$ cat config.mk
export PLATFORM = sky130hd
export DESIGN_NAME = afe_config_sequencer
export DESIGN_NICKNAME = d
export VERILOG_FILES = /design/src/rtl/afe_config_pkg.sv /design/src/rtl/afe_spi_shifter.sv /design/src/rtl/afe_config_sequencer.sv
export SDC_FILE = /design/constraint.sdc
export NUM_CORES = 1
export LEC_CHECK = 0
export CORE_AREA = 2 2 136 138
export CTS_BUF_LIST = sky130_fd_sc_hd__clkbuf_16
export DETAILED_ROUTE_END_ITERATION = 8
export DIE_AREA = 0 0 138 140
export DONT_BUFFER_PORTS = 1
export GPL_TIMING_DRIVEN = 0
export PLACE_DENSITY = 0.35
export SYNTH_ARGS = -nofsm -noshare
export SYNTH_HDL_FRONTEND = slang
export SYNTH_SLANG_ARGS = --single-unit
$ cat constraint.sdc
create_clock -name clk -period 2.9 [get_ports clk]
set_clock_uncertainty 0.15 [all_clocks]
set_input_delay 0.29 -clock clk [delete_from_list [all_inputs] [get_ports clk]]
set_output_delay 0.29 -clock clk [all_outputs]
set_load 0.02 [all_outputs]
$ cat src/rtl/afe_config_pkg.sv
// rtl/afe_config_pkg.sv - opcodes, state encodings and word size shared by the AFE config sequencer
package afe_config_pkg;

  localparam logic [3:0] OP_NOP   = 4'h0;
  localparam logic [3:0] OP_SHIFT = 4'h1;
  localparam logic [3:0] OP_WAIT  = 4'h2;
  localparam logic [3:0] OP_JUMP  = 4'h3;
  localparam logic [3:0] OP_PIN   = 4'h4;
  localparam logic [3:0] OP_END   = 4'hF;

  localparam int SHIFT_BITS = 20;

  typedef enum logic [2:0] {
    ST_IDLE,
    ST_FETCH,
    ST_DECODE,
    ST_WAIT,
    ST_SHIFT,
    ST_DONE,
    ST_ERROR
  } seq_state_t;

  typedef enum logic [1:0] {
    PH_IDLE,
    PH_LOW,
    PH_HIGH,
    PH_GAP
  } spi_phase_t;

endpackage

$ cat src/rtl/afe_spi_shifter.sv
// rtl/afe_spi_shifter.sv - mode-0 SPI serialiser: load pulse in, 20 bits MSB first, CS gap, done pulse out
module afe_spi_shifter
  import afe_config_pkg::*;
#(
  parameter int SCLK_DIV = 4
) (
  input  logic                  clk,
  input  logic                  reset,
  input  logic                  load,
  input  logic [SHIFT_BITS-1:0] data,
  output logic                  sclk,
  output logic                  sdata,
  output logic                  cs_n,
  output logic                  done
);

  localparam logic [7:0] DIV_LAST = 8'(SCLK_DIV - 1);

  spi_phase_t            phase;
  logic [7:0]            div_cnt;
  logic [4:0]            bit_idx;
  logic [SHIFT_BITS-1:0] word;
  logic                  div_end;

  assign div_end = (div_cnt == DIV_LAST);
  // Combinational so the sequencer can fetch on the very next cycle after the gap.
  assign done    = (phase == PH_GAP) && div_end;

  always_ff @(posedge clk or posedge reset) begin
    if (reset) begin
      phase   <= PH_IDLE;
      div_cnt <= 8'd0;
      bit_idx <= 5'd0;
      word    <= '0;
      sclk    <= 1'b0;
      sdata   <= 1'b0;
      cs_n    <= 1'b1;
    end else begin
      case (phase)
        PH_IDLE: begin
          if (load) begin
            phase   <= PH_LOW;
            div_cnt <= 8'd0;
            word    <= data;
            bit_idx <= 5'(SHIFT_BITS - 1);
            sdata   <= data[SHIFT_BITS-1];
            cs_n    <= 1'b0;
            sclk    <= 1'b0;
          end
        end
        PH_LOW: begin
          if (div_end) begin
            div_cnt <= 8'd0;
            sclk    <= 1'b1;
            phase   <= PH_HIGH;
          end else begin
            div_cnt <= div_cnt + 8'd1;
          end
        end
        PH_HIGH: begin
          if (div_end) begin
            div_cnt <= 8'd0;
            sclk    <= 1'b0;
            if (bit_idx == 5'd0) begin
              phase <= PH_GAP;
              cs_n  <= 1'b1;
              sdata <= 1'b0;
            end else begin
              // Data moves together with the falling edge, never while sclk is high.
              bit_idx <= bit_idx - 5'd1;
              sdata   <= word[bit_idx-5'd1];
              phase   <= PH_LOW;
            end
          end else begin
            div_cnt <= div_cnt + 8'd1;
          end
        end
        PH_GAP: begin
          if (div_end) begin
            div_cnt <= 8'd0;
            phase   <= PH_IDLE;
          end else begin
            div_cnt <= div_cnt + 8'd1;
          end
        end
        default: phase <= PH_IDLE;
      endcase
    end
  end

endmodule

$ cat src/rtl/afe_config_sequencer.sv
// rtl/afe_config_sequencer.sv - walks the AFE command ROM, decodes opcodes and drives the AFE SPI and reset pins
module afe_config_sequencer
  import afe_config_pkg::*;
#(
  parameter int         SCLK_DIV      = 4,
  parameter logic [7:0] START_ADDRESS = 8'h00
) (
  input  logic                  clk,
  input  logic                  reset,
  input  logic                  start,
  output logic [7:0]            rom_address,
  input  logic [3:0]            controller_command,
  input  logic [SHIFT_BITS-1:0] afe_shift_data,
  output logic                  afe_sclk,
  output logic                  afe_sdata,
  output logic                  afe_cs_n,
  output logic                  afe_reset_n,
  output logic                  busy,
  output logic                  done,
  output logic                  error
);

  seq_state_t            state, state_next;
  logic [7:0]            address_next;
  logic                  busy_next, done_next, error_next, reset_pin_next;
  logic [SHIFT_BITS-1:0] wait_cnt, wait_next;
  logic                  spi_load, spi_done;

  afe_spi_shifter #(.SCLK_DIV(SCLK_DIV)) u_shifter (
    .clk   (clk),
    .reset (reset),
    .load  (spi_load),
    .data  (afe_shift_data),
    .sclk  (afe_sclk),
    .sdata (afe_sdata),
    .cs_n  (afe_cs_n),
    .done  (spi_done)
  );

  always_ff @(posedge clk or posedge reset) begin
    if (reset) begin
      state       <= ST_IDLE;
      rom_address <= START_ADDRESS;
      busy        <= 1'b0;
      done        <= 1'b0;
      error       <= 1'b0;
      afe_reset_n <= 1'b0;
      wait_cnt    <= '0;
    end else begin
      state       <= state_next;
      rom_address <= address_next;
      busy        <= busy_next;
      done        <= done_next;
      error       <= error_next;
      afe_reset_n <= reset_pin_next;
      wait_cnt    <= wait_next;
    end
  end

  always_comb begin
    state_next     = state;
    address_next   = rom_address;
    busy_next      = busy;
    done_next      = done;
    error_next     = error;
    reset_pin_next = afe_reset_n;
    wait_next      = wait_cnt;
    spi_load       = 1'b0;
    case (state)
      ST_IDLE, ST_DONE, ST_ERROR: begin
        if (start) begin
          address_next = START_ADDRESS;
          busy_next    = 1'b1;
          done_next    = 1'b0;
          error_next   = 1'b0;
          state_next   = ST_FETCH;
        end
      end
      ST_FETCH: state_next = ST_DECODE;
      ST_DECODE: begin
        case (controller_command)
          OP_NOP: begin
            address_next = rom_address + 8'd1;
            state_next   = ST_FETCH;
          end
          OP_PIN: begin
            reset_pin_next = afe_shift_data[0];
            address_next   = rom_address + 8'd1;
            state_next     = ST_FETCH;
          end
          OP_JUMP: begin
            address_next = afe_shift_data[7:0];
            state_next   = ST_FETCH;
          end
          OP_SHIFT: begin
            spi_load   = 1'b1;
            state_next = ST_SHIFT;
          end
          OP_WAIT: begin
            if (afe_shift_data == '0) begin
              address_next = rom_address + 8'd1;
              state_next   = ST_FETCH;
            end else begin
              wait_next  = afe_shift_data;
              state_next = ST_WAIT;
            end
          end
          OP_END: begin
            busy_next  = 1'b0;
            done_next  = 1'b1;
            state_next = ST_DONE;
          end
          default: begin
            busy_next  = 1'b0;
            error_next = 1'b1;
            state_next = ST_ERROR;
          end
        endcase
      end
      ST_WAIT: begin
        if (wait_cnt == 20'd1) begin
          address_next = rom_address + 8'd1;
          state_next   = ST_FETCH;
        end else begin
          wait_next = wait_cnt - 20'd1;
        end
      end
      ST_SHIFT: begin
        if (spi_done) begin
          address_next = rom_address + 8'd1;
          state_next   = ST_FETCH;
        end
      end
      default: state_next = ST_IDLE;
    endcase
  end

endmodule

==> run metrics <==
# rows=approximately 50; nets=about 520; Crit Path Category=reg2reg; Hold WS=about 11 ps; syn_area_per_cell=between 9 and 10 um2; power density over cell area=around 990 nW/um2; cts bufs inserted=9; most frequent cells in the layout=dfrtp_1, nor2_1, a21oi_1; Slew Limit Headroom=between 50 and 60%; max-slew violations=0; Remaining DRCs=0; CP endpoint kind=flip-flop; CTS Sinks=73; startpoint types=flip-flop; clk buf depth=2; commonest non-fill, non-tap cell in the layout=dfrtp_1; CTS tree=yes; Max FO, Critical Path=8; share of layout cells above drive strength 1=between 15 and 20%; DRT Pass-1 Iters=5; post-layout min period=2640 ps; most common flop cell mapped by yosys=dfrtp_1; largest net degree at the start of global routing=47; Crit path required time=about 3000 ps; clock power share=a little over a fifth; DP Area=between 4000 and 5000 um2; crit share post-route=roughly nine tenths; vias in the first global route=3896; setup TNS=0 ps; Synth cell types=around 80; Hold Path Class=in2reg; Seq/Total Area, Yosys=41.4%; final worst slack=~260 ps; max_cap viols=0; drt first-iter violations=163; CP Data Arrival Time=between 2000 and 3000 ps; Total GRT Usage=between 10% and 20%; initial antenna violation count=0; Leak=2.10 nW; measured slew at the worst slew-check pin=between 600 and 700 ps; slowest stage delay, CP=around 510 ps; starting density of the core=between 20 and 25%; Critical-path top delay cell=a221oi_4; FF+latch count, synth=between 70 and 80; CP bufs+invs=0; Vias=3808; Post-synth EDFFs=0; crit-path leading delay family=compound AO/OA/AOI/OAI gates; Net Sw Frac=around 42%; maximum vdd drop=about 0.00030 V; Combinational Power Share=around 43%; I/O pin total=42; routed vias/inst=roughly 5.3; Seq pwr share=a little over a third; fmax=~0.38 GHz; Clk pin slew, worst setup/hold paths=around 60 ps; cells after synthesis=roughly 460; H-tree Lvls=3; clk_lat worst skew=around 340 ps; Post-synth ARST share=between 90% and 100%; Mapped Area=between 4000 and 5000 um2; Total Wirelength=14.5 mm; port buffer count=0; die area=just under 20000 um2; crit-path cells=ha_1 > nor4b_2 > a41oi_1 > a221oi_4 > nand3_4 > mux2_4; YS warnings=0; final instance area=5250 um2; RePlAce Congestion=0.777; Overflow after GRT=0; Cell Int Power=around 3.0 mW; WL/cell=20.1 um; Fin. Hold Viols=0; first-pass GRT wire length=between 20 and 25 mm; NetSw=about 2.2 mW; RSZ-0062 raised after global routing=no; Area Overhead vs Synth=18.8%; final setup vio count=0; core area=about 18000 um2; Post-Place Setup Slack=150 ps; antenna cell count=0; post-route ant nets=0; syn nets=between 400 and 500; die width=around 140 um; Die Ht=around 140 um; status=complete, no violations; DP HPWL=between 10 and 15 mm; clk root buf=clkbuf_16
## cell usage after synthesis (3+ instances only)
master / instances / area [um2]
o22ai_1: 8 / 50.1
nand3_1: 9 / 45.0
buf_2: 9 / 45.0
nor4_1: 6 / 37.5
mux4_2: 5 / 113
inv_1: 22 / 82.6
o21ai_0: 24 / 120
and2_1: 4 / 25.0
a22o_1: 3 / 26.3
ha_1: 5 / 62.6
dfrtp_1: 72 / 1800
or4b_4: 3 / 41.3
xor2_1: 3 / 26.3
nand2_1: 23 / 86.3
nand4_1: 8 / 50.1
buf_6: 3 / 33.8
nor4_4: 3 / 63.8
o22a_1: 12 / 105
mux2_2: 21 / 236
mux2i_1: 3 / 30.0
clkbuf_1: 9 / 33.8
a31oi_1: 10 / 62.6
or4_1: 4 / 30.0
o2bb2ai_1: 5 / 43.8
nor2b_1: 3 / 18.8
nand2b_1: 7 / 43.8
o21ai_1: 4 / 20.0
nor2_1: 48 / 180
a21oi_1: 37 / 185
or2_2: 3 / 18.8
xnor2_1: 3 / 26.3
a22oi_1: 10 / 75.1
nor3_1: 16 / 80.1
## cells by family after synthesis
group	count (synthesis)	synth area share (%)
AND/OR/NAND/NOR	160	21.2
AO/OA/AOI/OAI	140	21.5
flip-flops	73	41.4
buffers and inverters	43	4.42
multiplexers	30	8.92
XOR/XNOR	6	1.19
adder cells (fa/ha/maj)	5	1.42
## path summary, 6_finish.rpt
kind	startpoint	to	slack [ps]	cells after the start
max	u_shifter.div_cnt[0]	rom_address[1]	260	6
min	afe_shift_data[10]	wait_cnt[10]	10	2
max reg2reg	u_shifter.div_cnt[0]	rom_address[1]	260	6
min reg2reg	u_shifter.word[0]	u_shifter.word[0]	350	1
max in group asynchronous	reset	rom_address[1]	1730	3
min in group asynchronous	reset	u_shifter.sclk	280	2
## what timing repair did
item / 4_1_cts / 5_1_grt
endpoints found under the setup margin: 0 / 19
hold buffers: 21 / 0
buffers inserted: 0 / 0
hold endpoints to repair: 51 / 0
resized for setup: 0 / 5
## registers in the layout, summed over array words and instances (netlist names)
register / cells
u_shifter.word: 20
wait_cnt: 20
u_shifter.phase: 2
done: 1
u_shifter.sclk: 1
u_shifter.bit_idx: 5
state: 3
u_shifter.cs_n: 1
u_shifter.div_cnt: 8
error: 1
afe_reset_n: 1
busy: 1
u_shifter.sdata: 1
rom_address: 8
## power groups by stage
stage | Sequential [mW] | Combinational [mW] | Clock [mW]
3_5_place_dp | 1.88 | 2.17 | 0
6_report | 1.86 | 2.21 | 1.13
4_1_cts | 1.86 | 2.20 | 1.17
3_3_place_gp | 1.87 | 2.13 | 0
2_1_floorplan | 1.76 | 1.68 | 0
5_1_grt | 1.92 | 2.46 | 1.22
## metrics by stage
step | utilization [%] | total power [mW] | instances
after floorplan | - | 3.44 | 457
after global placement | 26.5 | 4.00 | 686
after detailed placement | 26.6 | 4.04 | 687
after CTS | 29.4 | 5.23 | 724
after global routing | 29.5 | 5.59 | 724
final | 29.5 | 5.20 | 724
## final cells by class
cell class	instances	area (um2)
Sequential cell	73	1830
Inverter	22	85.1
Tap cell	229	287
Buffer	21	115
Clock inverter	7	63.8
Fill cell	1882	12500
Multi-Input combinational cell	341	2410
Clock buffer	9	225
Timing Repair Buffer	22	238
## metal layers
layer	global-route usage (%)	part of all wire, %	wire length (um)
met1	21.4	48	7000
met2	24.1	46	6730
met3	3.11	3.9	565
met4	5.69	1.6	227
met5	0	0	0
(Power assumes the default switching activity.)
